--- config.mk ---
export PLATFORM = sky130hd
export DESIGN_NAME = pipe_ctrl
export DESIGN_NICKNAME = d
export VERILOG_FILES = /design/src/rtl/pipe_ctrl.sv
export SDC_FILE = /design/constraint.sdc
export NUM_CORES = 1
export LEC_CHECK = 0
export CAP_MARGIN = 20
export CORE_ASPECT_RATIO = 0.7
export CORE_MARGIN = 2
export CORE_UTILIZATION = 39
export DETAILED_ROUTE_END_ITERATION = 6
export GPL_ROUTABILITY_DRIVEN = 0
export HOLD_SLACK_MARGIN = 0.06
export PLACE_DENSITY_LB_ADDON = 0.12
export SLEW_MARGIN = 20
export SYNTH_ARGS = -nofsm -noshare
export SYNTH_HDL_FRONTEND = slang
export SYNTH_SLANG_ARGS = --single-unit
--- constraint.sdc ---
create_clock -name i_clk -period 2.9 [get_ports i_clk]
set_input_delay 0.435 -clock i_clk [delete_from_list [all_inputs] [get_ports i_clk]]
set_output_delay 0.435 -clock i_clk [all_outputs]
set_load 0.01 [all_outputs]
--- src/rtl/pipe_ctrl.sv ---
// -----------------------------------------------------------------------------
// pipe_ctrl
//
// Fetch/decode pipeline controller. It decides when the instruction register
// advances, squashes the fetch slot after a taken branch, and sequences entry
// into an interrupt handler. Three states:
//   RUN     - normal issue; advances whenever fetch data is valid and the data
//             memory is not stalling.
//   STALL   - entered after any RUN cycle that could not advance; the PC is
//             held until the pipeline can advance again.
//   IRQ_ENT - interrupt-entry bubble of IRQ_LAT cycles (3-bit down-counter).
//
// Optional feature macro: PIPE_CTRL_IRQ_EN
//   defined   : interrupt entry, nesting block and return-from-interrupt
//   undefined : no interrupt logic; i_irq_req / i_reti are ignored and
//               o_in_irq / o_irq_ack are tied low.
//
// The NOP encoding loaded on annul / IRQ entry / reset comes from the
// CPU_NOP_INSN macro (a default is supplied below if the build does not set it).
//
// Parameters
//   W_INSN  - instruction width
//   IRQ_LAT - IRQ-entry bubble cycles, legal range 1..7
//
// Ports
//   i_clk        sole clock, rising edge
//   i_rst        synchronous active-low reset
//   i_insn       fetched instruction word
//   i_mem_rdy    fetch data valid this cycle
//   i_dmem_busy  data-memory stall request
//   i_br_taken   execute stage resolves a taken branch
//   i_irq_req    level interrupt request
//   i_reti       return-from-interrupt in execute
//   o_insn_ce    pipeline advance enable (combinational)
//   o_insn_q     registered instruction to decode
//   o_annul      current fetch is being squashed (combinational)
//   o_pc_sel     00 sequential, 01 branch target, 10 IRQ vector, 11 hold
//   o_in_irq     handler active
//   o_irq_ack    one-cycle interrupt acknowledge
// -----------------------------------------------------------------------------

`ifndef CPU_NOP_INSN
`define CPU_NOP_INSN 16'h4E71
`endif

module pipe_ctrl #(
    parameter int W_INSN  = 16,
    parameter int IRQ_LAT = 2
) (
    input  logic              i_clk,
    input  logic              i_rst,
    input  logic [W_INSN-1:0] i_insn,
    input  logic              i_mem_rdy,
    input  logic              i_dmem_busy,
    input  logic              i_br_taken,
    input  logic              i_irq_req,
    input  logic              i_reti,
    output logic              o_insn_ce,
    output logic [W_INSN-1:0] o_insn_q,
    output logic              o_annul,
    output logic [1:0]        o_pc_sel,
    output logic              o_in_irq,
    output logic              o_irq_ack
);

    localparam logic [W_INSN-1:0] NOP_INSN = W_INSN'(`CPU_NOP_INSN);

    typedef enum logic [1:0] {
        ST_RUN     = 2'b00,
        ST_STALL   = 2'b01,
        ST_IRQ_ENT = 2'b10
    } state_t;

    state_t            state_r;
    state_t            state_nxt_s;
    logic              pend_annul_r;
    logic              pend_annul_nxt_s;
    logic [W_INSN-1:0] insn_nxt_s;
    logic              adv_s;
    logic              load_nop_s;

    // Interrupt-sequencing hooks; constant in builds without interrupt support.
    logic              irq_take_s;
    logic              irq_first_s;
    logic              irq_last_s;

    // Raw advance condition shared by RUN and STALL.
    assign adv_s = i_mem_rdy & ~i_dmem_busy;

    // Squash whenever the pipeline advances over a slot fetched down the wrong
    // path: either the branch resolves now or it resolved during a stall.
    assign o_annul = (i_br_taken | pend_annul_r) & o_insn_ce;

    // Next-state, advance enable and PC-select decode.
    always_comb begin
        state_nxt_s = state_r;
        o_insn_ce   = 1'b0;
        o_pc_sel    = 2'b00;
        case (state_r)
            ST_RUN: begin
                o_insn_ce = adv_s;
                if (i_br_taken) begin
                    o_pc_sel = 2'b01;
                end else begin
                    o_pc_sel = 2'b00;
                end
                if (!adv_s) begin
                    state_nxt_s = ST_STALL;
                end else if (irq_take_s) begin
                    state_nxt_s = ST_IRQ_ENT;
                end else begin
                    state_nxt_s = ST_RUN;
                end
            end
            ST_STALL: begin
                o_insn_ce = adv_s;
                o_pc_sel  = 2'b11;
                if (adv_s) begin
                    state_nxt_s = ST_RUN;
                end else begin
                    state_nxt_s = ST_STALL;
                end
            end
            ST_IRQ_ENT: begin
                // The bubble length is fixed: data-memory stalls are ignored
                // here and only take effect once back in RUN.
                o_insn_ce = 1'b0;
                if (irq_first_s) begin
                    o_pc_sel = 2'b10;
                end else begin
                    o_pc_sel = 2'b11;
                end
                if (irq_last_s) begin
                    state_nxt_s = ST_RUN;
                end else begin
                    state_nxt_s = ST_IRQ_ENT;
                end
            end
            default: begin
                state_nxt_s = ST_RUN;
                o_insn_ce   = 1'b0;
                o_pc_sel    = 2'b11;
            end
        endcase
    end

    // Pending-annul bookkeeping: a branch seen while frozen is remembered
    // until the next advance, which then squashes exactly one slot.
    always_comb begin
        pend_annul_nxt_s = pend_annul_r;
        if (o_insn_ce) begin
            pend_annul_nxt_s = 1'b0;
        end else if (i_br_taken) begin
            pend_annul_nxt_s = 1'b1;
        end else begin
            pend_annul_nxt_s = pend_annul_r;
        end
    end

    // Instruction register input select: hold, NOP, or the fetched word.
    always_comb begin
        load_nop_s = o_annul | irq_take_s;
        insn_nxt_s = o_insn_q;
        if (!o_insn_ce) begin
            insn_nxt_s = o_insn_q;
        end else if (load_nop_s) begin
            insn_nxt_s = NOP_INSN;
        end else begin
            insn_nxt_s = i_insn;
        end
    end

    // Core state, pending-annul flag and instruction register.
    always_ff @(posedge i_clk) begin
        if (!i_rst) begin
            state_r      <= ST_RUN;
            pend_annul_r <= 1'b0;
            o_insn_q     <= NOP_INSN;
        end else begin
            state_r      <= state_nxt_s;
            pend_annul_r <= pend_annul_nxt_s;
            o_insn_q     <= insn_nxt_s;
        end
    end

`ifdef PIPE_CTRL_IRQ_EN
    localparam logic [2:0] IRQ_LAT_C = 3'(IRQ_LAT);

    logic [2:0] irq_cnt_r;
    logic [2:0] irq_cnt_nxt_s;
    logic       in_irq_r;
    logic       in_irq_nxt_s;
    logic       irq_ack_r;
    logic       irq_ack_nxt_s;

    // Entry only from an advancing RUN cycle that is not itself being
    // squashed; a branch wins and the request is re-evaluated later.
    assign irq_take_s  = (state_r == ST_RUN) & adv_s & i_irq_req & ~in_irq_r
                         & ~i_br_taken & ~pend_annul_r;
    assign irq_first_s = (irq_cnt_r == IRQ_LAT_C);
    assign irq_last_s  = (irq_cnt_r <= 3'd1);

    // Bubble counter, handler flag and acknowledge next-state.
    // Ack and handler flag are registered out of the final bubble cycle, so a
    // reset landing inside the bubble aborts entry without any acknowledge.
    always_comb begin
        irq_cnt_nxt_s = irq_cnt_r;
        in_irq_nxt_s  = in_irq_r;
        irq_ack_nxt_s = 1'b0;
        if (irq_take_s) begin
            irq_cnt_nxt_s = IRQ_LAT_C;
        end else if (state_r == ST_IRQ_ENT) begin
            if (irq_last_s) begin
                irq_cnt_nxt_s = 3'd0;
                irq_ack_nxt_s = 1'b1;
                in_irq_nxt_s  = 1'b1;
            end else begin
                irq_cnt_nxt_s = irq_cnt_r - 3'd1;
            end
        end else if (o_insn_ce && i_reti) begin
            in_irq_nxt_s = 1'b0;
        end else begin
            in_irq_nxt_s = in_irq_r;
        end
    end

    // Interrupt sequencing registers.
    always_ff @(posedge i_clk) begin
        if (!i_rst) begin
            irq_cnt_r <= 3'd0;
            in_irq_r  <= 1'b0;
            irq_ack_r <= 1'b0;
        end else begin
            irq_cnt_r <= irq_cnt_nxt_s;
            in_irq_r  <= in_irq_nxt_s;
            irq_ack_r <= irq_ack_nxt_s;
        end
    end

    assign o_in_irq  = in_irq_r;
    assign o_irq_ack = irq_ack_r;
`else
    // Interrupt inputs are intentionally ignored in this build.
    logic unused_irq_s;
    assign unused_irq_s = i_irq_req | i_reti;

    assign irq_take_s  = 1'b0;
    assign irq_first_s = 1'b1;
    assign irq_last_s  = 1'b1;
    assign o_in_irq    = 1'b0;
    assign o_irq_ack   = 1'b0;
`endif

endmodule

==> results of run 1 <==
==> worst min-delay path: cells and delay by family (launching register included) <==
family,cells,cell delay (ps)
AOI/OAI and AO/OA,1,70
buffers and inverters,1,50
DFF,1,320
==> state kept, by name, summed over array words and instances, names as in the netlist <==
register	cells
pend_annul_r	1
o_insn_q	16
state_r	1
==> cells by family (layout without fill, tap and decap cells) <==
kind of cell,count (synthesis),after routing
flops,18,18
buf+inv,17,54
simple gates,23,23
compound gates,16,16
other cells,1,2
==> power by group <==
group          total [mW]  internal, mW  leakage, nW  switching, mW
clock               0.151        0.0764       0.0210         0.0749
sequential          0.259         0.255        0.147        0.00432
combinational      0.0844        0.0528        0.381         0.0316
total               0.495         0.384        0.549          0.111
==> layer usage <==
metal  vias to the layer above  GRT usage, %  share of wire (%)
met5                         -             0                  0
met4                         0          5.23               0.81
met3                         2          7.57                7.7
met2                        23          22.4                 43
met1                       288          17.1                 48
li1                        341             -                  -
==> synthesized netlist by cell type <==
| cell type | number |
|---|---|
| sky130_fd_sc_hd__and2_0 | 1 |
| sky130_fd_sc_hd__a32oi_1 | 8 |
| sky130_fd_sc_hd__buf_4 | 2 |
| sky130_fd_sc_hd__inv_2 | 1 |
| sky130_fd_sc_hd__clkbuf_1 | 1 |
| sky130_fd_sc_hd__and2_1 | 8 |
| sky130_fd_sc_hd__nor3b_1 | 1 |
| sky130_fd_sc_hd__or2_2 | 1 |
| sky130_fd_sc_hd__conb_1 | 1 |
| sky130_fd_sc_hd__nand2b_1 | 1 |
| sky130_fd_sc_hd__nor2b_1 | 8 |
| sky130_fd_sc_hd__inv_1 | 8 |
| sky130_fd_sc_hd__dfxtp_1 | 18 |
| sky130_fd_sc_hd__buf_6 | 1 |
| sky130_fd_sc_hd__nor4b_4 | 1 |
| sky130_fd_sc_hd__buf_2 | 4 |
| sky130_fd_sc_hd__a32o_2 | 8 |
| sky130_fd_sc_hd__nor2_1 | 2 |
==> worst paths after layout <==
check | cells past startpoint | to | start
worst max-delay path | 4 | o_annul | i_dmem_busy
worst min-delay path | 2 | o_insn_q[14] | o_insn_q[14]
worst max register to register | 2 | o_insn_q[5] | pend_annul_r
worst min register to register | 2 | o_insn_q[14] | o_insn_q[14]
==> metrics by stage <==
| stage | util (%) | hold slack [ps] |
|---|---|---|
| finish | 64.2 | 479 |
| global route | 64.2 | 499 |
| CTS | 64.2 | 481 |
| detailed placement | 62.3 | 465 |
| global placement | 62.3 | 458 |
| floorplan | - | 493 |
==> layout make-up <==
type                            count  area, sq um
Fill cell                         166          663
Timing Repair Buffer               41          408
Sequential cell                    18          360
Multi-Input combinational cell     41          325
Clock buffer                        4         36.3
Inverter                            9         33.8
Tap cell                           22         27.5
==> impl_summary.log, run 1 <==
INFO  metric run_status = complete, no violations
INFO  metric warning_count_from_the_yosys_run = 0
INFO  metric finalSetupViolations = 0
INFO  metric pd_cells = 416 nW/um^2
INFO  metric grt_max_degree = 35
INFO  metric synth_area = ~770 sq um
INFO  metric syn_inst = 75
INFO  metric drt-vias-per-instance = 4.84
INFO  metric post_synth_fa_ha_maj_area_fraction = 0%
INFO  metric criticalPathCategory = input pin to output pin
INFO  metric chipHeight = approximately 41 um
INFO  metric chipWidth = around 57 um
INFO  metric synth_cell_type_count = 18
INFO  metric layout.cells.most_common = sky130_fd_sc_hd__clkdlybuf4s50_1
INFO  metric global_route.usage.total = around 14%
INFO  metric ir_worst_vdd = approximately 370 uV
INFO  metric grt.overflow.total = 0
INFO  metric mux_contribution_to_synthesized_area = 0%
INFO  metric tritonroute_pass_1_iters = 3
INFO  metric placed_area = about 1200 sq um
INFO  metric finish.net_count = between 100 and 150
INFO  metric xor_xnor_cell_area_share_of_the_yosys_netlist = 0%
INFO  metric finalHoldViolations = 0
INFO  metric synth_simple_gate_area_share = 20.6%
INFO  metric worst_hold_path_type = register to register
INFO  metric ys_top_cells_by_area = sky130_fd_sc_hd__dfxtp_1, sky130_fd_sc_hd__a32o_2, sky130_fd_sc_hd__a32oi_1, sky130_fd_sc_hd__and2_1, sky130_fd_sc_hd__nor2b_1
INFO  metric path_clk_slew = ~100 ps
INFO  metric cell_row_count = 13
INFO  metric initial_antenna_violation_count = 0
INFO  metric worst-slew-pin-transition = about 970 ps
INFO  metric skew = 4.51 ps
INFO  metric detailroute.via_count = between 600 and 700
INFO  metric die_area = between 2000 and 2500 sq um
INFO  metric synth_top_family_by_area = compound AO/OA/AOI/OAI gates
INFO  metric global_route_wire_length_before_repair = roughly 2400 um
INFO  metric cts_num_sinks = 18
INFO  metric final.setup.tns = 0 ps
INFO  metric cpPeakStageDelay = ~540 ps
INFO  metric antenna-diode-count = 0
INFO  metric synth_largest_area_cell = sky130_fd_sc_hd__dfxtp_1
INFO  metric tritoncts = yes
INFO  metric critical_path.most_common_cell = sky130_fd_sc_hd__clkdlybuf4s50_1
INFO  metric critical_path_buf_inv_count = 2
INFO  metric avgRoutedWirePerCell = roughly 12 um
INFO  metric relSlewSlack = between 30% and 40%
INFO  metric first_global_vias = between 500 and 600
INFO  metric root_buffer = sky130_fd_sc_hd__clkbuf_4
INFO  metric seq_cells_post_synth = 18
INFO  metric timing_max_transition_violations_final = 0
INFO  metric most_frequent_cells_in_the_layout = sky130_fd_sc_hd__clkdlybuf4s50_1, sky130_fd_sc_hd__dfxtp_1
INFO  metric maxCapViolCount = 0
INFO  metric layout_worst_path_cycle_share = 80.8%
INFO  metric layout-drive-gt1-share = 14.2%
INFO  metric path_cells = clkdlybuf4s50_1 -> nand2b_1 -> nor2_1 -> clkdlybuf4s50_1
INFO  metric io_pins = between 40 and 50
INFO  metric final_area = 1190 sq um
INFO  metric initial_utilization = just over 40%
INFO  metric post_synth.cell_area_avg = 10.2 sq um
INFO  metric critPathArrivalTime = 1910 ps
INFO  metric place.port_buffers = 40
INFO  metric clock_path_buffers = 2
INFO  metric critPathLaunchType = input pin
INFO  metric post_layout_nonfiller_instances = around 140
INFO  metric tritoncts.num_buffers = 3
INFO  metric postLayoutSetupSlackWorst = about 560 ps
INFO  metric post_cts_buffers = 0
INFO  metric worst_path_dominant_cell_family = buffers and inverters
INFO  metric synth_compound_area_share = between 20% and 30%
INFO  metric drc_errors = 0
INFO  metric cp_max_fo = 9
INFO  metric synth_largest_type_area_fraction = between 40 and 50%
INFO  metric postCtsHoldBufs = 0
INFO  metric drtAntennaViolNets = 0
INFO  metric cp-end-kind = output pin
INFO  metric clock_insertion_delay_worst_skew = approximately 290 ps
INFO  metric power = a little under 500 uW
INFO  metric routed_wirelength = approximately 1600 um
INFO  metric post-route-min-period = around 2300 ps
INFO  metric grt_setup_unrepaired = false
INFO  metric clock.fmax = roughly 0.43 GHz
INFO  metric dpl.cell_count = roughly 130
INFO  metric place.detailed.hpwl = ~1100 um
INFO  metric areaGrowthSynthToFinish = 55.6%
INFO  metric r2r_setup_slack = approximately 1500 ps
INFO  metric leakage_dissipation = 0.549 nW
INFO  metric timing.critical_path.required = roughly 2500 ps
INFO  metric cts.htree.levels = 1
INFO  metric cts_repair_resize_count = 0
INFO  metric initialDrtViolationCount = 6
INFO  metric detailedPlace.worstSlack = approximately 550 ps
INFO  metric core_area = around 1900 sq um
INFO  metric synth.yosys.seq_area_share = a little under half
INFO  metric slowest_stage = sky130_fd_sc_hd__clkdlybuf4s50_1
(Power assumes the default switching activity.)
==> run 2: changes to the inputs <==
Settings changed: CORE_UTILIZATION 39 to 36.
Clock period 2.9 ns to 2.4 ns, I/O delays scaled along.
==> run 2 against run 1 <==
Cell count rose by 0.74%. Non-clock buffer count rose by 2. Flip-flop and latch count stayed put. Highest routed layer unchanged.
==> impl_summary.log, run 2 (same netlist as run 1, synthesis figures left out) <==
INFO  metric path_clk_slew = roughly 90 ps
INFO  metric clock.fmax = roughly 0.5 GHz
INFO  metric layout_worst_path_cycle_share = between 80% and 90%
INFO  metric place.detailed.hpwl = around 1200 um
INFO  metric grt_max_degree = 35
INFO  metric clock_insertion_delay_worst_skew = ~290 ps
INFO  metric cp-end-kind = output pin
INFO  metric post_cts_buffers = 0
INFO  metric tritoncts = yes
INFO  metric timing.rr.start = pend_annul_r
INFO  metric pd_cells = about 470 nW/um^2
INFO  metric drtAntennaViolNets = 0
INFO  metric post-route-min-period = around 2100 ps
INFO  metric min_delay_path_depth = 2
INFO  metric place.port_buffers = 40
INFO  metric tritonroute_pass_1_iters = 2
INFO  metric finalHoldViolations = 0
INFO  metric cell_row_count = 13
INFO  metric final.setup.tns = 0 ps
INFO  metric chipWidth = around 60 um
INFO  metric areaGrowthSynthToFinish = 55.7%
INFO  metric routed_wirelength = about 1700 um
INFO  metric grt.overflow.total = 0
INFO  metric timing_max_transition_violations_final = 0
INFO  metric finish.net_count = around 140
INFO  metric most_frequent_cells_in_the_layout = sky130_fd_sc_hd__clkdlybuf4s50_1, sky130_fd_sc_hd__dfxtp_1
INFO  metric global_route_wire_length_before_repair = ~2700 um
INFO  metric global_route.usage.total = between 10% and 20%
INFO  metric detailroute.wirelength.met3 = roughly 140 um
INFO  metric root_buffer = sky130_fd_sc_hd__clkbuf_4
INFO  metric initial_utilization = 39.6%
INFO  metric core_area = 1940 sq um
INFO  metric critPathArrivalTime = 1700 ps
INFO  metric leakage_dissipation = around 0.55 nW
INFO  metric m1WireLength = just over 700 um
INFO  metric critPathLaunchType = input pin
INFO  metric skew = ~1.1 ps
INFO  metric r2r_setup_slack = between 1000 and 1500 ps
INFO  metric postCtsHoldBufs = 0
INFO  metric chipHeight = about 43 um
INFO  metric drc_errors = 0
INFO  metric finalSetupViolations = 0
INFO  metric tritoncts.num_buffers = 3
INFO  metric cp_max_fo = 3
INFO  metric avgRoutedWirePerCell = approximately 12 um
INFO  metric layout.cells.most_common = sky130_fd_sc_hd__clkdlybuf4s50_1
INFO  metric maxCapViolCount = 0
INFO  metric first_global_vias = 622
INFO  metric worst-r2r-cell-count = 3
INFO  metric ir_worst_vdd = a little over 300 uV
INFO  metric worst_hold_path_type = register to register
INFO  metric largestRegisters = o_insn_q: 16 flops, pend_annul_r: 1 flops, state_r: 1 flops
INFO  metric worst_r2r_endpoint = o_insn_q[14]
INFO  metric run_status = complete, no violations
INFO  metric initial_antenna_violation_count = 0
INFO  metric grt_setup_unrepaired = false
INFO  metric cts_repair_resize_count = 0
INFO  metric clock_path_buffers = 2
INFO  metric io_pins = 45
INFO  metric criticalPathCategory = input pin to output pin
INFO  metric cts.htree.levels = 1
INFO  metric largest_reg_by_ff_count = o_insn_q
INFO  metric cts_num_sinks = 18
INFO  metric met2RoutedLength = approximately 790 um
INFO  metric topRoutingLayerUsed = met4
INFO  metric die_area = around 2500 sq um
INFO  metric whs_endpoint = o_insn_q[10]
INFO  metric timing.critical_path.required = 2040 ps
INFO  metric final.fill_count = ~180
INFO  metric drt-vias-per-instance = approximately 5.0
INFO  metric final.hold.worst_slack = ~480 ps
INFO  metric detailroute.via_count = a little under 700
INFO  metric antenna-diode-count = 0
INFO  metric worst_hold_startpoint = o_insn_q[10]
INFO  metric initialDrtViolationCount = 6
INFO  metric layout-drive-gt1-share = 14.9%
INFO  metric largest_register_ffs = 16
-- run 2: report_power, final --
| part | total (mW) | internal, mW | switching [mW] |
|---|---|---|---|
| Combinational | 0.105 | 0.0654 | 0.0397 |
| Sequential | 0.313 | 0.308 | 0.00485 |
| Clock | 0.145 | 0.0583 | 0.0868 |
-- run 2: cell type report --
| cell class | instances | area, sq um | area share (%) |
|---|---|---|---|
| clock buffer | 3 | 22.5 | 1.89 |
| tap | 22 | 27.5 | 2.31 |
| multi-input combinational | 41 | 325 | 27.3 |
| timing repair buffer | 43 | 423 | 35.5 |
| inverter | 9 | 33.8 | 2.83 |
| sequential | 18 | 360 | 30.2 |
-- run 2: worst max-delay path by stage --
stage	from	to	slack, ps	depth (start not counted)
finish	i_dmem_busy	o_annul	340	4
global route	i_dmem_busy	o_annul	280	4
CTS	i_dmem_busy	o_annul	340	4
detailed placement	i_dmem_busy	o_annul	350	4
global placement	i_dmem_busy	o_annul	370	4
floorplan	i_dmem_busy	o_annul	1060	4
-- run 2: stage by stage --
stage	worst slack [ps]	util, %	instances	power, mW	instance area, sq um
detailed placement	347	60.4	133	0.426	1170
finish	344	61.6	136	0.563	1190
CTS	340	61.6	136	0.576	1190
global placement	372	60.4	133	0.423	1170
floorplan	1060	-	76	0.366	769
global route	277	61.6	136	0.596	1190
-- run 2: worst max-delay path: stages --
cell and delay [ps]:
sky130_fd_sc_hd__clkdlybuf4s50_1 460, sky130_fd_sc_hd__nand2b_1 220, sky130_fd_sc_hd__nor2_1 120, sky130_fd_sc_hd__clkdlybuf4s50_1 540
-- run 2: metal layers --
layer	up-vias	track usage, %
met2	26	24.7
met4	0	5.45
met1	318	15.4
met3	5	7.10
li1	335	-
met5	-	0
==> run 3: changes to the inputs <==
Settings changed: CTS_CLUSTER_DIAMETER set to 60.
==> results of run 3 <==
Same layout as run 2: the final DEF is identical, and so are final timing and power.
